### src/rtl/accum_pkg.sv
// accum_pkg: shared types and constants for the accumulator operand-entry front end.
//   state_t             - debounce FSM states (IDLE, PRESS_WAIT, HELD, RELEASE_WAIT)
//   DATA_W              - operand width
//   DEF_DEBOUNCE_CYCLES - 20 ms stable-level window at 50 MHz
//   DEF_REPEAT_CYCLES   - 0.5 s auto-repeat period at 50 MHz
//   DEF_CNT_W           - counter width for the default build
package accum_pkg;

    typedef enum logic [1:0] {
        IDLE         = 2'd0,
        PRESS_WAIT   = 2'd1,
        HELD         = 2'd2,
        RELEASE_WAIT = 2'd3
    } state_t;

    localparam int DATA_W              = 8;
    localparam int DEF_DEBOUNCE_CYCLES = 1000000;
    localparam int DEF_REPEAT_CYCLES   = 25000000;
    localparam int DEF_CNT_W           = 20;

endpackage

### src/rtl/accum_operand_entry_sync2.sv
// sync2: two-flop synchroniser, width-parameterised, async active-low reset.
//   clk   - destination clock
//   rst_n - asynchronous active-low reset, flops load RST_VAL
//   d     - asynchronous input
//   q     - synchronised output
module sync2 #(
    parameter int           W       = 1,
    parameter logic [W-1:0] RST_VAL = '1
) (
    input  logic         clk,
    input  logic         rst_n,
    input  logic [W-1:0] d,
    output logic [W-1:0] q
);

    logic [W-1:0] meta;

    always_ff @(posedge clk or negedge rst_n) begin
        if (!rst_n) begin
            meta <= RST_VAL;
            q    <= RST_VAL;
        end else begin
            meta <= d;
            q    <= meta;
        end
    end

endmodule

### src/rtl/accum_operand_entry.sv
// accum_operand_entry: debounces KEY[1] into a one-cycle Load strobe and captures SW[7:0] as Operand.
//   Clock   - 50 MHz system clock
//   Resetn  - asynchronous active-low reset, released synchronously
//   KeyAddn - raw active-low add pushbutton (bouncing, asynchronous)
//   SwIn    - raw slide switches (asynchronous)
//   Operand - switch value captured on each Load, held in between
//   Load    - one-cycle strobe telling the accumulator to load
//   KeyHeld - debounced key level, 1 = pressed
// Optional feature: define ACCUM_AUTOREPEAT_EN to re-load every REPEAT_CYCLES while the key is held.
module accum_operand_entry
    import accum_pkg::*;
#(
    parameter int DEBOUNCE_CYCLES = DEF_DEBOUNCE_CYCLES,
    parameter int CNT_W           = DEF_CNT_W,
    parameter int REPEAT_CYCLES   = DEF_REPEAT_CYCLES
) (
    input  logic              Clock,
    input  logic              Resetn,
    input  logic              KeyAddn,
    input  logic [DATA_W-1:0] SwIn,
    output logic [DATA_W-1:0] Operand,
    output logic              Load,
    output logic              KeyHeld
);

    // The transition edge is the one on which the counter would reach DEBOUNCE_CYCLES-1,
    // so the compare happens one count earlier; the IDLE/HELD edge that enters a wait state
    // is itself the first stable sample of the window.
    localparam logic [CNT_W-1:0] DB_LAST = CNT_W'(DEBOUNCE_CYCLES - 2);
`ifdef ACCUM_AUTOREPEAT_EN
    localparam logic [CNT_W-1:0] RP_LAST = CNT_W'(REPEAT_CYCLES - 1);
`endif

    logic              rst_n_s;
    logic              k_s;
    logic [DATA_W-1:0] sw_s;
    state_t            state;
    logic [CNT_W-1:0]  cnt;

    // Reset asserts asynchronously but releases on a clock edge.
    sync2 #(.W(1), .RST_VAL(1'b0)) u_rst_sync (
        .clk   (Clock),
        .rst_n (Resetn),
        .d     (1'b1),
        .q     (rst_n_s)
    );

    sync2 #(.W(1), .RST_VAL(1'b1)) u_key_sync (
        .clk   (Clock),
        .rst_n (rst_n_s),
        .d     (KeyAddn),
        .q     (k_s)
    );

    sync2 #(.W(DATA_W), .RST_VAL({DATA_W{1'b1}})) u_sw_sync (
        .clk   (Clock),
        .rst_n (rst_n_s),
        .d     (SwIn),
        .q     (sw_s)
    );

    always_ff @(posedge Clock or negedge rst_n_s) begin
        if (!rst_n_s) begin
            state   <= IDLE;
            cnt     <= '0;
            Operand <= '0;
            Load    <= 1'b0;
            KeyHeld <= 1'b0;
        end else begin
            Load <= 1'b0;
            case (state)
                IDLE: begin
                    cnt <= '0;
                    if (!k_s)
                        state <= PRESS_WAIT;
                end
                PRESS_WAIT: begin
                    if (k_s) begin
                        state <= IDLE;
                        cnt   <= '0;
                    end else if (cnt == DB_LAST) begin
                        state   <= HELD;
                        cnt     <= '0;
                        Operand <= sw_s;
                        Load    <= 1'b1;
                        KeyHeld <= 1'b1;
                    end else
                        cnt <= cnt + 1'b1;
                end
                HELD: begin
                    if (k_s) begin
                        state <= RELEASE_WAIT;
                        cnt   <= '0;
                    end
`ifdef ACCUM_AUTOREPEAT_EN
                    else if (cnt == RP_LAST) begin
                        cnt     <= '0;
                        Operand <= sw_s;
                        Load    <= 1'b1;
                    end else
                        cnt <= cnt + 1'b1;
`endif
                end
                RELEASE_WAIT: begin
                    if (!k_s) begin
                        state <= HELD;
                        cnt   <= '0;
                    end else if (cnt == DB_LAST) begin
                        state   <= IDLE;
                        cnt     <= '0;
                        KeyHeld <= 1'b0;
                    end else
                        cnt <= cnt + 1'b1;
                end
                default: begin
                    state <= IDLE;
                    cnt   <= '0;
                end
            endcase
        end
    end

endmodule

### config.mk
export PLATFORM = sky130hd
export DESIGN_NAME = accum_operand_entry
export DESIGN_NICKNAME = d
export VERILOG_FILES = /design/src/rtl/accum_pkg.sv /design/src/rtl/accum_operand_entry_sync2.sv /design/src/rtl/accum_operand_entry.sv
export SDC_FILE = /design/constraint.sdc
export NUM_CORES = 1
export LEC_CHECK = 0
export ABC_AREA = 1
export CORE_MARGIN = 10
export CORE_UTILIZATION = 60
export DETAILED_ROUTE_END_ITERATION = 8
export GPL_ROUTABILITY_DRIVEN = 0
export GPL_TIMING_DRIVEN = 0
export PLACE_DENSITY = 0.8
export REMOVE_ABC_BUFFERS = 1
export SYNTH_ARGS = -nofsm -noshare
export SYNTH_HDL_FRONTEND = slang
export SYNTH_SLANG_ARGS = --single-unit
### constraint.sdc
create_clock -name Clock -period 4.5 [get_ports Clock]
set_clock_uncertainty 0.15 [all_clocks]
set_input_delay 1.35 -clock Clock [delete_from_list [all_inputs] [get_ports Clock]]
set_output_delay 1.35 -clock Clock [all_outputs]
set_load 0.01 [all_outputs]
==> reports/metrics.yaml <==
grt-ovfl-total: 0
nets: 349
yosys-top-cells-count: "nand2_1 (99), inv_1 (51), dfrtp_1 (34)"
r2r-end: "cnt[2]$_DFFE_PN0P_"
grt_max_degree: 41
grtUsageTotal_pct: 14.1
stdcell_area_mm2: 0.00291
rsz0062_at_grt: "false"
relSlewSlack_pct: 27.5
crit_buf_inv: 1
ys_seq_elements: 52
cp-end-kind: "primary output"
cts_resized: 0
via_per_inst: 5.18
ys.warnings.count: 0
cp.required_ns: 3.00
cts_tree: "done"
cp-start-kind: "register"
place_ws_ns: 2.11
nFillCells: 319
fp-row-count: 23
dieArea_mm2: 0.00729
cp_max_fo: 2
fmax_mhz: 368
final_max_slew_viol_count: 0
setup_violations: 0
clock_path_buffers: 2
r2r_slack_ns: 2.29
ff2ff_path_depth: 4
dpl_cell_area_mm2: 0.00283
synthCells: 311
cts.sinks: 52
finalCriticalPeriod_ns: 2.72
worst_slack_ns: 1.78
path_clk_slew_ns: 0.09
num_vias: 2003
max-cap-violations: 0
stdcell_count: 387
ant_nets: 0
synth_top_cell_by_area: "dfrtp_1"
die_h_um: 85.4
wirelength_um: 4960
synth_area_per_cell_um2: 8.25
critical_path.slowest_cell: "clkdlybuf4s50_1"
seqPwrFrac_pct: 63.2
dp.cells: 379
slowest_delay_ns: 0.55
cts_setup_buffers: 0
worstMarginPinSlew_ns: 1.08
clock_latency_ns: 0.30
switching_power_uw: 168
drt_pass1_iterations: 4
peakVddDrop_uv: 206
failed_checks: "negative hold slack"
fin_hold_ws_ns: -0.00690
routedWlPerCell_um: 12.8
cellInternalPower_uw: 609
yosysTopAreaCellShare_pct: 33.2
antenna_found_initial: 0
worstSetupPathType: "reg -> out"
clockRootBuffer: "clkbuf_8"
p_clk_share_pct: 32.7
synthToLayoutAreaGrowth_pct: 13.5
hp-class: "reg -> async"
pwr-share-comb_pct: 4.0
synthTopCellsByArea: "dfrtp_1 (33%), dfstp_2 (18%), nand2_1 (14%), inv_1 (7.5%), nand3_2 (3.9%)"
status: "finished with violations"
numCtsBuffers: 5
async_reset_ff_share_pct: 100
drc: 0
met2_length_um: 2460
diodes: 0
initial_core_util_pct: 63.2
drive_above_1_share_pct: 16.6
p_leak_nw: 1.36
fp.dieW_um: 85.4
synth_area_mm2: 0.00256
period_share_pct: 60.4
routed-wl-met3_um: 315
top_layer_used: "met4"
ys.flop_type: "dfrtp_1"
path_cells: "clkdlybuf4s50_1"
synth_seq_area_share_pct: 51.6
first_iter_violations: 133
netSwitchingFraction_pct: 21.6
hold_violations: 10
htree_levels: 2
port-buffer-count: 20
power_uw: 776
postCtsHoldBufs: 0
fin_tns_setup_ns: 0
arrival_ns: 1.22
grt_pass1_wl_um: 8620
core_area_mm2: 0.00406
ys_types: 28
p_per_area_mw_per_mm2: 267
yosysMostFrequentCell: "nand2_1"
hpwlAfterDp_um: 3740
wl_met1_um: 2140
synth_edf_count: 0
first_global_vias: 1926
ioPinCount: 21
cp_top_family: "buffers and inverters"
[per-stage QoR]
| step | hold slack [ns] | utilization (%) |
|---|---|---|
| 6_report | -0.00690 | 71.7 |
| 5_1_grt | 0.0180 | 71.7 |
| 4_1_cts | 0.00375 | 71.7 |
| 3_5_place_dp | -0.00180 | 69.6 |
| 3_3_place_gp | 0.193 | 69.1 |
| 2_1_floorplan | 0.181 | - |
[state kept, by name, indices dropped and copies added (netlist names), named ones only]
| signal | count |
|---|---|
| Operand | 8 |
| cnt | 20 |
| state | 1 |
| u_rst_sync.meta | 1 |
| KeyHeld | 1 |
| u_sw_sync.meta | 8 |
| u_key_sync.q | 1 |
| u_sw_sync.q | 8 |
| u_key_sync.meta | 1 |
| u_rst_sync.q | 1 |
| Load | 1 |
[cells by family (layout without fill, tap and decap cells)]
logic type,Yosys count,in the layout,share of synthesized area [%]
AND/OR/NAND/NOR,177,177,33.5
buffers and inverters,58,84,8.98
flip-flops,52,52,51.6
AO/OA/AOI/OAI,18,18,3.80
XOR/XNOR,3,3,1.02
adder cells (fa/ha/maj),2,2,0.975
other,1,1,0.146
[power groups by stage]
stage | clock (mW) | sequential, mW | combinational (mW)
finish | 0.254 | 0.491 | 0.0314
global route | 0.279 | 0.492 | 0.0349
CTS | 0.265 | 0.491 | 0.0323
detailed placement | 0 | 0.499 | 0.0321
global placement | 0 | 0.505 | 0.0222
floorplan | 0 | 0.502 | 0.0113
[metal layers]
| metal | track usage [%] | vias to the layer above |
|---|---|---|
| met5 | 0 | - |
| met4 | 5.24 | 0 |
| met3 | 3.15 | 5 |
| met2 | 23.5 | 58 |
| met1 | 17.2 | 934 |
| li1 | - | 1006 |
[how the worst max path moves through the flow]
| stage | startpoint | end | slack [ns] | cells after the start |
|---|---|---|---|---|
| 2_1_floorplan | Operand[0]$_DFFE_PN0P_ | Operand[0] | 2.62 | 0 |
| 3_3_place_gp | Operand[4]$_DFFE_PN0P_ | Operand[4] | 2.11 | 1 |
| 3_5_place_dp | KeyHeld$_DFFE_PN0P_ | KeyHeld | 2.11 | 1 |
| 4_1_cts | KeyHeld$_DFFE_PN0P_ | KeyHeld | 1.76 | 1 |
| 5_1_grt | Operand[4]$_DFFE_PN0P_ | Operand[4] | 1.73 | 1 |
| 6_report | Operand[0]$_DFFE_PN0P_ | Operand[0] | 1.78 | 1 |
[layout make-up]
cell class | count | area [um2] | share of cell area [%]
tap | 50 | 62.6 | 2.15
inverter | 55 | 206 | 7.09
clock inverter | 1 | 8.76 | 0.301
clock buffer | 7 | 76.3 | 2.62
multi-input combinational | 201 | 1010 | 34.7
sequential | 52 | 1330 | 45.5
timing repair buffer | 21 | 220 | 7.57
[cell usage in the layout, fill, tap and decap left out]
cell             instances
nand4_2                  1
buf_12                   1
inv_1                   51
nand2_1                 99
nand3_1                 12
or2_1                    1
dfrtp_2                  1
ha_1                     2
a21oi_1                  1
o22ai_1                  6
nand3_2                 10
dfrtp_1                 33
inv_2                    4
dfstp_2                 18
o21ai_1                  1
xor2_1                   2
nand4_1                 11
conb_1                   1
nor3_1                   2
clkbuf_1                 2
nor2_1                  25
clkdlybuf4s50_1         20
and2_1                   1
clkbuf_8                 5
nor3_4                   1
nor2_2                   5
o21ai_0                 10
clkinv_4                 1
nand2_2                  4
nor2_4                   5
xnor2_1                  1
Power figures use the tool's default switching activity.
